File: config.mk
export PLATFORM = sky130hd
export DESIGN_NAME = core_lsu_ctrl
export DESIGN_NICKNAME = d
export VERILOG_FILES = /design/src/rtl/core_lsu_ctrl.sv
export SDC_FILE = /design/constraint.sdc
export NUM_CORES = 1
export LEC_CHECK = 0
export CELL_PAD_IN_SITES_DETAIL_PLACEMENT = 0
export CELL_PAD_IN_SITES_GLOBAL_PLACEMENT = 1
export CORE_ASPECT_RATIO = 0.9
export CORE_MARGIN = 5
export CORE_UTILIZATION = 47
export DETAILED_ROUTE_END_ITERATION = 12
export DONT_BUFFER_PORTS = 1
export PLACE_DENSITY_LB_ADDON = 0.1
export SLEW_MARGIN = 20
export SYNTH_ARGS = -nofsm -noshare
export SYNTH_HDL_FRONTEND = slang
export SYNTH_SLANG_ARGS = --single-unit
File: constraint.sdc
create_clock -name CLK -period 3.85 [get_ports CLK]
set_input_delay 0 -clock CLK [delete_from_list [all_inputs] [get_ports CLK]]
set_output_delay 0 -clock CLK [all_outputs]
set_load 0.02 [all_outputs]
File: src/rtl/core_lsu_ctrl.sv
// rtl/core_lsu_ctrl.sv - single-outstanding load/store controller bridging the pipeline to AXI4-Lite
module core_lsu_ctrl (
    input  logic        CLK,
    input  logic        RST,
    input  logic        START,
    input  logic        WE,
    input  logic [31:0] ADDR,
    input  logic [3:0]  STRB,
    input  logic        LOADUNS,
    input  logic [31:0] WDATA,
    output logic        BUSY,
    output logic        DONE,
    output logic [31:0] RDATA,
    output logic        ERR,
    output logic [31:0] M_ARADDR,
    output logic        M_ARVALID,
    input  logic        M_ARREADY,
    input  logic [31:0] M_RDATA,
    input  logic [1:0]  M_RRESP,
    input  logic        M_RVALID,
    output logic        M_RREADY,
    output logic [31:0] M_AWADDR,
    output logic        M_AWVALID,
    input  logic        M_AWREADY,
    output logic [31:0] M_WDATA,
    output logic [3:0]  M_WSTRB,
    output logic        M_WVALID,
    input  logic        M_WREADY,
    input  logic [1:0]  M_BRESP,
    input  logic        M_BVALID,
    output logic        M_BREADY
);
    typedef enum logic [2:0] {S_IDLE, S_AR, S_R, S_AWW, S_B} state_t;

    state_t      state_q, state_d;
    logic [31:0] addr_q, addr_d;
    logic [3:0]  strb_q, strb_d;
    logic        uns_q, uns_d;
    logic [31:0] wdata_q, wdata_d;
    logic        aw_done_q, aw_done_d;
    logic        w_done_q, w_done_d;
    logic        done_q, done_d;
    logic        err_q, err_d;
    logic [31:0] rdata_q, rdata_d;

    logic [1:0]  ofs;
    logic [2:0]  size;
    logic [31:0] rd_shift;
    logic [31:0] ld_data;
    logic        aw_fin, w_fin;

    // Lane offset is the lowest strobe bit; size is the number of strobe bits.
    always_comb begin
        ofs = 2'd0;
        if (strb_q[0])      ofs = 2'd0;
        else if (strb_q[1]) ofs = 2'd1;
        else if (strb_q[2]) ofs = 2'd2;
        else if (strb_q[3]) ofs = 2'd3;
    end

    assign size = {2'b00, strb_q[0]} + {2'b00, strb_q[1]} + {2'b00, strb_q[2]} + {2'b00, strb_q[3]};
    assign rd_shift = M_RDATA >> {ofs, 3'b000};

    always_comb begin
        case (size)
            3'd1:    ld_data = uns_q ? {24'h0, rd_shift[7:0]} : {{24{rd_shift[7]}}, rd_shift[7:0]};
            3'd2:    ld_data = uns_q ? {16'h0, rd_shift[15:0]} : {{16{rd_shift[15]}}, rd_shift[15:0]};
            default: ld_data = rd_shift;
        endcase
    end

    assign aw_fin = aw_done_q | M_AWREADY;
    assign w_fin  = w_done_q | M_WREADY;

    always_comb begin
        state_d   = state_q;
        addr_d    = addr_q;
        strb_d    = strb_q;
        uns_d     = uns_q;
        wdata_d   = wdata_q;
        aw_done_d = aw_done_q;
        w_done_d  = w_done_q;
        done_d    = 1'b0;
        err_d     = err_q;
        rdata_d   = rdata_q;
        case (state_q)
            S_IDLE: begin
                if (START) begin
                    addr_d    = ADDR;
                    strb_d    = STRB;
                    uns_d     = LOADUNS;
                    wdata_d   = WDATA;
                    aw_done_d = 1'b0;
                    w_done_d  = 1'b0;
                    if (STRB == 4'b0000) done_d = 1'b1;
                    else                 state_d = WE ? S_AWW : S_AR;
                end
            end
            S_AR: begin
                if (M_ARREADY) state_d = S_R;
            end
            S_R: begin
                if (M_RVALID) begin
                    state_d = S_IDLE;
                    done_d  = 1'b1;
                    err_d   = (M_RRESP != 2'b00);
                    rdata_d = ld_data;
                end
            end
            S_AWW: begin
                // Address and data channels complete independently, in either order.
                aw_done_d = aw_fin;
                w_done_d  = w_fin;
                if (aw_fin && w_fin) state_d = S_B;
            end
            S_B: begin
                if (M_BVALID) begin
                    state_d = S_IDLE;
                    done_d  = 1'b1;
                    err_d   = (M_BRESP != 2'b00);
                end
            end
            default: state_d = S_IDLE;
        endcase
    end

    always_ff @(posedge CLK or posedge RST) begin
        if (RST) begin
            state_q   <= S_IDLE;
            addr_q    <= '0;
            strb_q    <= '0;
            uns_q     <= 1'b0;
            wdata_q   <= '0;
            aw_done_q <= 1'b0;
            w_done_q  <= 1'b0;
            done_q    <= 1'b0;
            err_q     <= 1'b0;
            rdata_q   <= '0;
        end else begin
            state_q   <= state_d;
            addr_q    <= addr_d;
            strb_q    <= strb_d;
            uns_q     <= uns_d;
            wdata_q   <= wdata_d;
            aw_done_q <= aw_done_d;
            w_done_q  <= w_done_d;
            done_q    <= done_d;
            err_q     <= err_d;
            rdata_q   <= rdata_d;
        end
    end

    assign BUSY      = (state_q != S_IDLE);
    assign DONE      = done_q;
    assign RDATA     = rdata_q;
    assign ERR       = err_q;
    assign M_ARADDR  = addr_q & 32'hFFFF_FFFC;
    assign M_AWADDR  = addr_q & 32'hFFFF_FFFC;
    assign M_ARVALID = (state_q == S_AR);
    assign M_RREADY  = (state_q == S_R);
    assign M_AWVALID = (state_q == S_AWW) && !aw_done_q;
    assign M_WVALID  = (state_q == S_AWW) && !w_done_q;
    assign M_BREADY  = (state_q == S_B);
    assign M_WDATA   = wdata_q << {ofs, 3'b000};
    assign M_WSTRB   = strb_q;
endmodule

# Word level (Yosys, flattened, before mapping)
# Cells that the tools add are included.
dict set report totals {
  register_bits 108
  out_inout_bits 140
  word_cells 72
  input_bits 114
}
dict set report op_classes {
  n_reduce_logical 17
  eq_ne 12
  add_sub_neg 3
  muxes 26
  shifts 2
  bitwise 2
}
# cell n
set ops {}
lappend ops {{$mux W32} 2}
lappend ops {{$pmux W32 S2} 1}
lappend ops {{$shl A32 B5 Y32} 1}
lappend ops {{$shr A32 B5 Y32} 1}
lappend ops {{$mux W3} 6}
lappend ops {{$pmux W3 S5} 1}
lappend ops {{$mux W2} 5}
lappend ops {{$ne A2 B2 Y1 const B} 5}
lappend ops {{$eq A3 B2 Y1 const B} 3}
lappend ops {{$reduce_bool A2 Y1} 4}
lappend ops {{$mux W1} 7}
lappend ops {{$eq A3 B1 Y1 const B} 2}
lappend ops {{$pmux W1 S2} 3}
lappend ops {{$reduce_and A2 Y1} 3}
lappend ops {{$reduce_and A6 Y1} 1}
lappend ops {{$logic_not A4 Y1} 1}
lappend ops {{$add A2 B1 Y3} 1}
lappend ops {{$add A3 B1 Y3} 1}
lappend ops {{$eq A3 B3 Y1 const B} 1}
lappend ops {{$logic_and A1 B1 Y1} 3}
lappend ops {{$logic_not A3 Y1} 1}
lappend ops {{$pmux W1 S3} 1}
lappend ops {{$reduce_and A3 Y1} 1}
lappend ops {{$reduce_bool A3 Y1} 1}
lappend ops {{4 further kinds} 6}

# Logic depth before layout (Yosys ltp)
dict set report depth {
  word_depth 7
  depth_mapped 11
}

# Least setup slack after synthesis
# No wires, ideal clock.
dict set report synth_timing {
  path_type {flip-flop to flip-flop}
  from {reg strb_q[0] (netlist: M_WSTRB[0])}
  to {reg rdata_q[16] (netlist: RDATA[16])}
  t_arrival_ps 2630
  path_slack_ps 1099
  path_stages_with_launch 11
  n_path_buf 0
  synth_period_minus_slack_ps 2751
  cell_sequence {dfrtp_1 > inv_1 > fa_1 > inv_1 > ha_1 > ha_1 > nand2b_1 > nor3_1 > a41oi_4 > o311ai_4 > o22a_1}
}
dict set report synth_via {
  elab_chain_len 5
  elab_cells_between_ends 10
  cone_classes {add/sub: 3; eq/ne: 2; shift: 1; mux: 4}
}
# item line
set synth_rtl {}
lappend synth_rtl {{start, declared} 37} ;# logic [3:0] strb_q, strb_d;
lappend synth_rtl {{start signal, assigned} 142} ;# strb_q <= strb_d;
lappend synth_rtl {{$add A1 B1 Y2} 61} ;# assign size = {2'b00, strb_q[0]} + {2'b00, strb_q[1]} + {2'b00, strb_q[2]} + {2'b00, strb_q[3]};
lappend synth_rtl {{$add A2 B1 Y3} 61}
lappend synth_rtl {{$add A3 B1 Y3} 61}
lappend synth_rtl {{$eq A3 B2 Y1 / $eq A3 B1 Y1 (equally long branches)} 65} ;# case (size)
lappend synth_rtl {{$pmux W32 S2 *} 65}
lappend synth_rtl {{end signal, assigned} 149} ;# rdata_q <= rdata_d;
lappend synth_rtl {{end, declared} 44} ;# logic [31:0] rdata_q, rdata_d;
# Every way passes the cells marked *; elsewhere a longest branch is shown, timed or not.
# A chain may end at the register's enable or synchronous reset.

# Worst setup path after layout
dict set report layout_timing {
  from {reg strb_q[2] (netlist: M_WSTRB[2])}
  to {reg rdata_q[1] (netlist: RDATA[1])}
}
dict set report layout_via {
  elab_chain_len 6
  elab_cells_between_ends 11
  cone_classes {add/sub: 2; eq/ne: 2; shift: 1; mux: 6}
}
# item line
set layout_rtl {}
lappend layout_rtl {{$mux W2} 57} ;# else if (strb_q[2]) ofs = 2'd2;
lappend layout_rtl {{$mux W2} 56} ;# else if (strb_q[1]) ofs = 2'd1;
lappend layout_rtl {{$mux W2} 55} ;# if (strb_q[0]) ofs = 2'd0;
lappend layout_rtl {{$shr A32 B5 Y32} 62} ;# assign rd_shift = M_RDATA >> {ofs, 3'b000};
lappend layout_rtl {{$mux W32, on equally long branches} {67, 66}}
lappend layout_rtl {{$pmux W32 S2 *} 65}
# Marks and branches as above.

==> results.yml <==
run_status:
  status: "completed"
detailed_routing:
  routed_via_density: 5.56
  dr.first_iter.drc_count: 231
  vias: 4244
  dr.pass1.iters: 4
  postRouteAntennaNets: 0
  routed_wirelength_mm: 15.7
  wire_per_inst_um: 20.5
  route.detailed.drc: 0
cells_and_area:
  area_delta_synth_final_pct: 22.5
  final_nets: 719
  ff_latch_area_sq_um: 2650
  nFillCells: 982
  diodes: 0
  multi_input_area_sq_um: 2530
  drive_gt1_share_pct: 18.6
  final_util_pct: 59.5
global_route:
  globalRoute.totalOverflow: 0
  grt_max_degree: 72
  grt_usage_pct: 21.7
  grt_pass1_wl_mm: 24.8
  antenna_found_initial: 0
  grt_pass1_vias: 4460
timing:
  setup_viol: 0
  worstMarginPinSlew_ns: 1.03
  period_share_pct: 85.9
  timing.fmax_mhz: 302
  relSlewSlack_pct: 31.4
  slew_viol_final: 0
  hold_viol_final: 0
  min_period_ns: 3.31
  fin_tns_setup_ns: 0
  rsz0062_at_grt: "no"
  clock_skew_ns: 0.00530
setup_path:
  r2r_start: "M_WSTRB[2]$_DFFE_PP0P_"
  crit_type: "reg -> reg"
  worstPathRequired_ns: 4.07
  critPathLaunch: "M_WSTRB[2]$_DFFE_PP0P_"
  worstPathArrival_ns: 3.53
  rrSetupSlack_ns: 0.54
  end_kind: "flip-flop"
  worstSetupStartpointType: "flip-flop"
  crit_fanout: 22
floorplan:
  num_rows: 37
  fp.coreArea_sq_um: 11500
  die_w_um: 125
  ioPinCount: 254
  dieArea_sq_um: 14200
  die_h_um: 114
  initial_core_util_pct: 48.5
hold_path:
  hp-start: "M_RDATA[18]"
  hold_path.class: "in -> reg"
logic_synthesis:
  synth.cell_area_sq_um: 5600
  ys_seq_elements: 106
  ys_seq_area_share_pct: 47.4
  synth_most_common_cell: "dfrtp_1"
  synth_flop_cell: "dfrtp_1"
  synth.distinct_cells: 43
  synth_cells: 532
  yosys_warnings: 0
  synth_top_area_share_pct: 47.4
  synth_area_leader_cell: "dfrtp_1"
  avgSynthCellArea_sq_um: 10.5
  synth.area.top_cells: "dfrtp_1 47%, mux2_2 13%, mux2i_1 5.2%, buf_4 5.0%, a21oi_1 3.6%"
  synth_edf_count: 0
  synthArstFlopShare_pct: 100
  synth_commonest_cells: "106 x dfrtp_1, 67 x mux2_2, 42 x nor2_1"
power_and_ir_drop:
  power.leakage_uw: 0.00293
  ir_drop_v: 0.000583
  power.density_nw_per_um2: 1070
clock_tree:
  cts.path.max_buffers: 2
  cts_buffers: 9
  cts_tree: "done"
  clk_pin_slew_ns: 0.07
  clkSinkCount: 106
  ctsHtreeMaxLevel: 3
  clock_latency_ns: 0.34
  cts-root-buf: "clkbuf_16"
placement:
  dpl.hpwl_mm: 10.8
  globalplace.congestion: 0.794
  io_buffers: 0
job:
  maxCapViolCount: 0
## where the power goes
| part | total [uW] | leakage (uW) | switching [uW] | internal (uW) |
|---|---|---|---|---|
| clock | 885 | 0.000136 | 433 | 452 |
| combinational | 3560 | 0.00154 | 2110 | 1450 |
| sequential | 2870 | 0.00125 | 1200 | 1670 |
## final timing paths
path                                           end  cells past startpoint
min                          RDATA[10]$_DFFE_PP0P_                      3
max reg2reg                   RDATA[1]$_DFFE_PP0P_                      6
max                           RDATA[1]$_DFFE_PP0P_                      6
min reg2reg                wdata_q[19]$_DFFE_PP0P_                      1
max in group asynchronous  wdata_q[16]$_DFFE_PP0P_                      3
min in group asynchronous   addr_q[27]$_DFFE_PP0P_                      2
## final cells by class
class | instances | area share (%)
Sequential cell | 106 | 38.7
Multi-Input combinational cell | 358 | 36.9
Timing Repair Buffer | 119 | 16.9
Clock buffer | 9 | 3.28
Tap cell | 156 | 2.85
Clock inverter | 7 | 0.876
Inverter | 8 | 0.474
## repair_timing
action	in CTS	in global routing
resized for setup	0	0
buffers inserted	0	0
hold endpoints to repair	164	0
hold buffers	101	0
## critical path: stages (launching register included)
cell and delay, ns:
dfrtp_1 0.61, or2_2 0.50, nand2_1 0.72, buf_4 0.40
a211oi_1 0.24, o31ai_1 0.10, dlygate4sd3_1 0.60
## placed cells by master, fill, tap and decap left out, types with 10 or more instances in the layout
cell and n:
buf_4 17, dlygate4sd3_1 101, nor2b_1 11, a211oi_1 13, nand2_1 31, mux2i_1 29, mux2_2 67, nand3_1 10
and3_1 19, dfrtp_1 106, a21oi_1 40, o21ai_0 32, nor2_1 42
## per-layer routing
metal	vias up	share of wire (%)	global-route usage, %
met3	16	9.0	7.58
li1	1972	-	-
met4	0	1.4	5.78
met1	2087	41	26.9
met5	-	0	0
met2	169	49	36.4
## cells by family (layout without fill, tap and decap cells)
| family | after synthesis | after routing | synth area share, % |
|---|---|---|---|
| AND/OR/NAND/NOR | 145 | 145 | 12.8 |
| AO/OA/AOI/OAI | 110 | 110 | 12.7 |
| flip-flops | 106 | 106 | 47.4 |
| multiplexers | 96 | 96 | 18.7 |
| buffers and inverters | 71 | 143 | 7.56 |
| adder cells (fa/ha/maj) | 3 | 3 | 0.805 |
| other | 1 | 4 | 0.0670 |
## sequential cells by signal, summed over array words and instances, names as in the netlist, 3 cells and up
register and cells:
state_q 3, M_WSTRB 4, addr_q 30, RDATA 32, wdata_q 32
## per-stage QoR
stage          cell area (sq um)  hold WS (ns)  power [uW]  setup WS, ns  std cells
6_report                    6860        0.0117        7310         0.542        763
3_3_place_gp                5560         0.126        6260         0.813        646
5_1_grt                     6860        0.0195        7840         0.367        763
4_1_cts                     6860       0.00253        7380         0.530        763
2_1_floorplan               5610         0.117        5650          1.06        535
3_5_place_dp                5560         0.129        6330         0.792        646
Power figures use the tool's default switching activity.
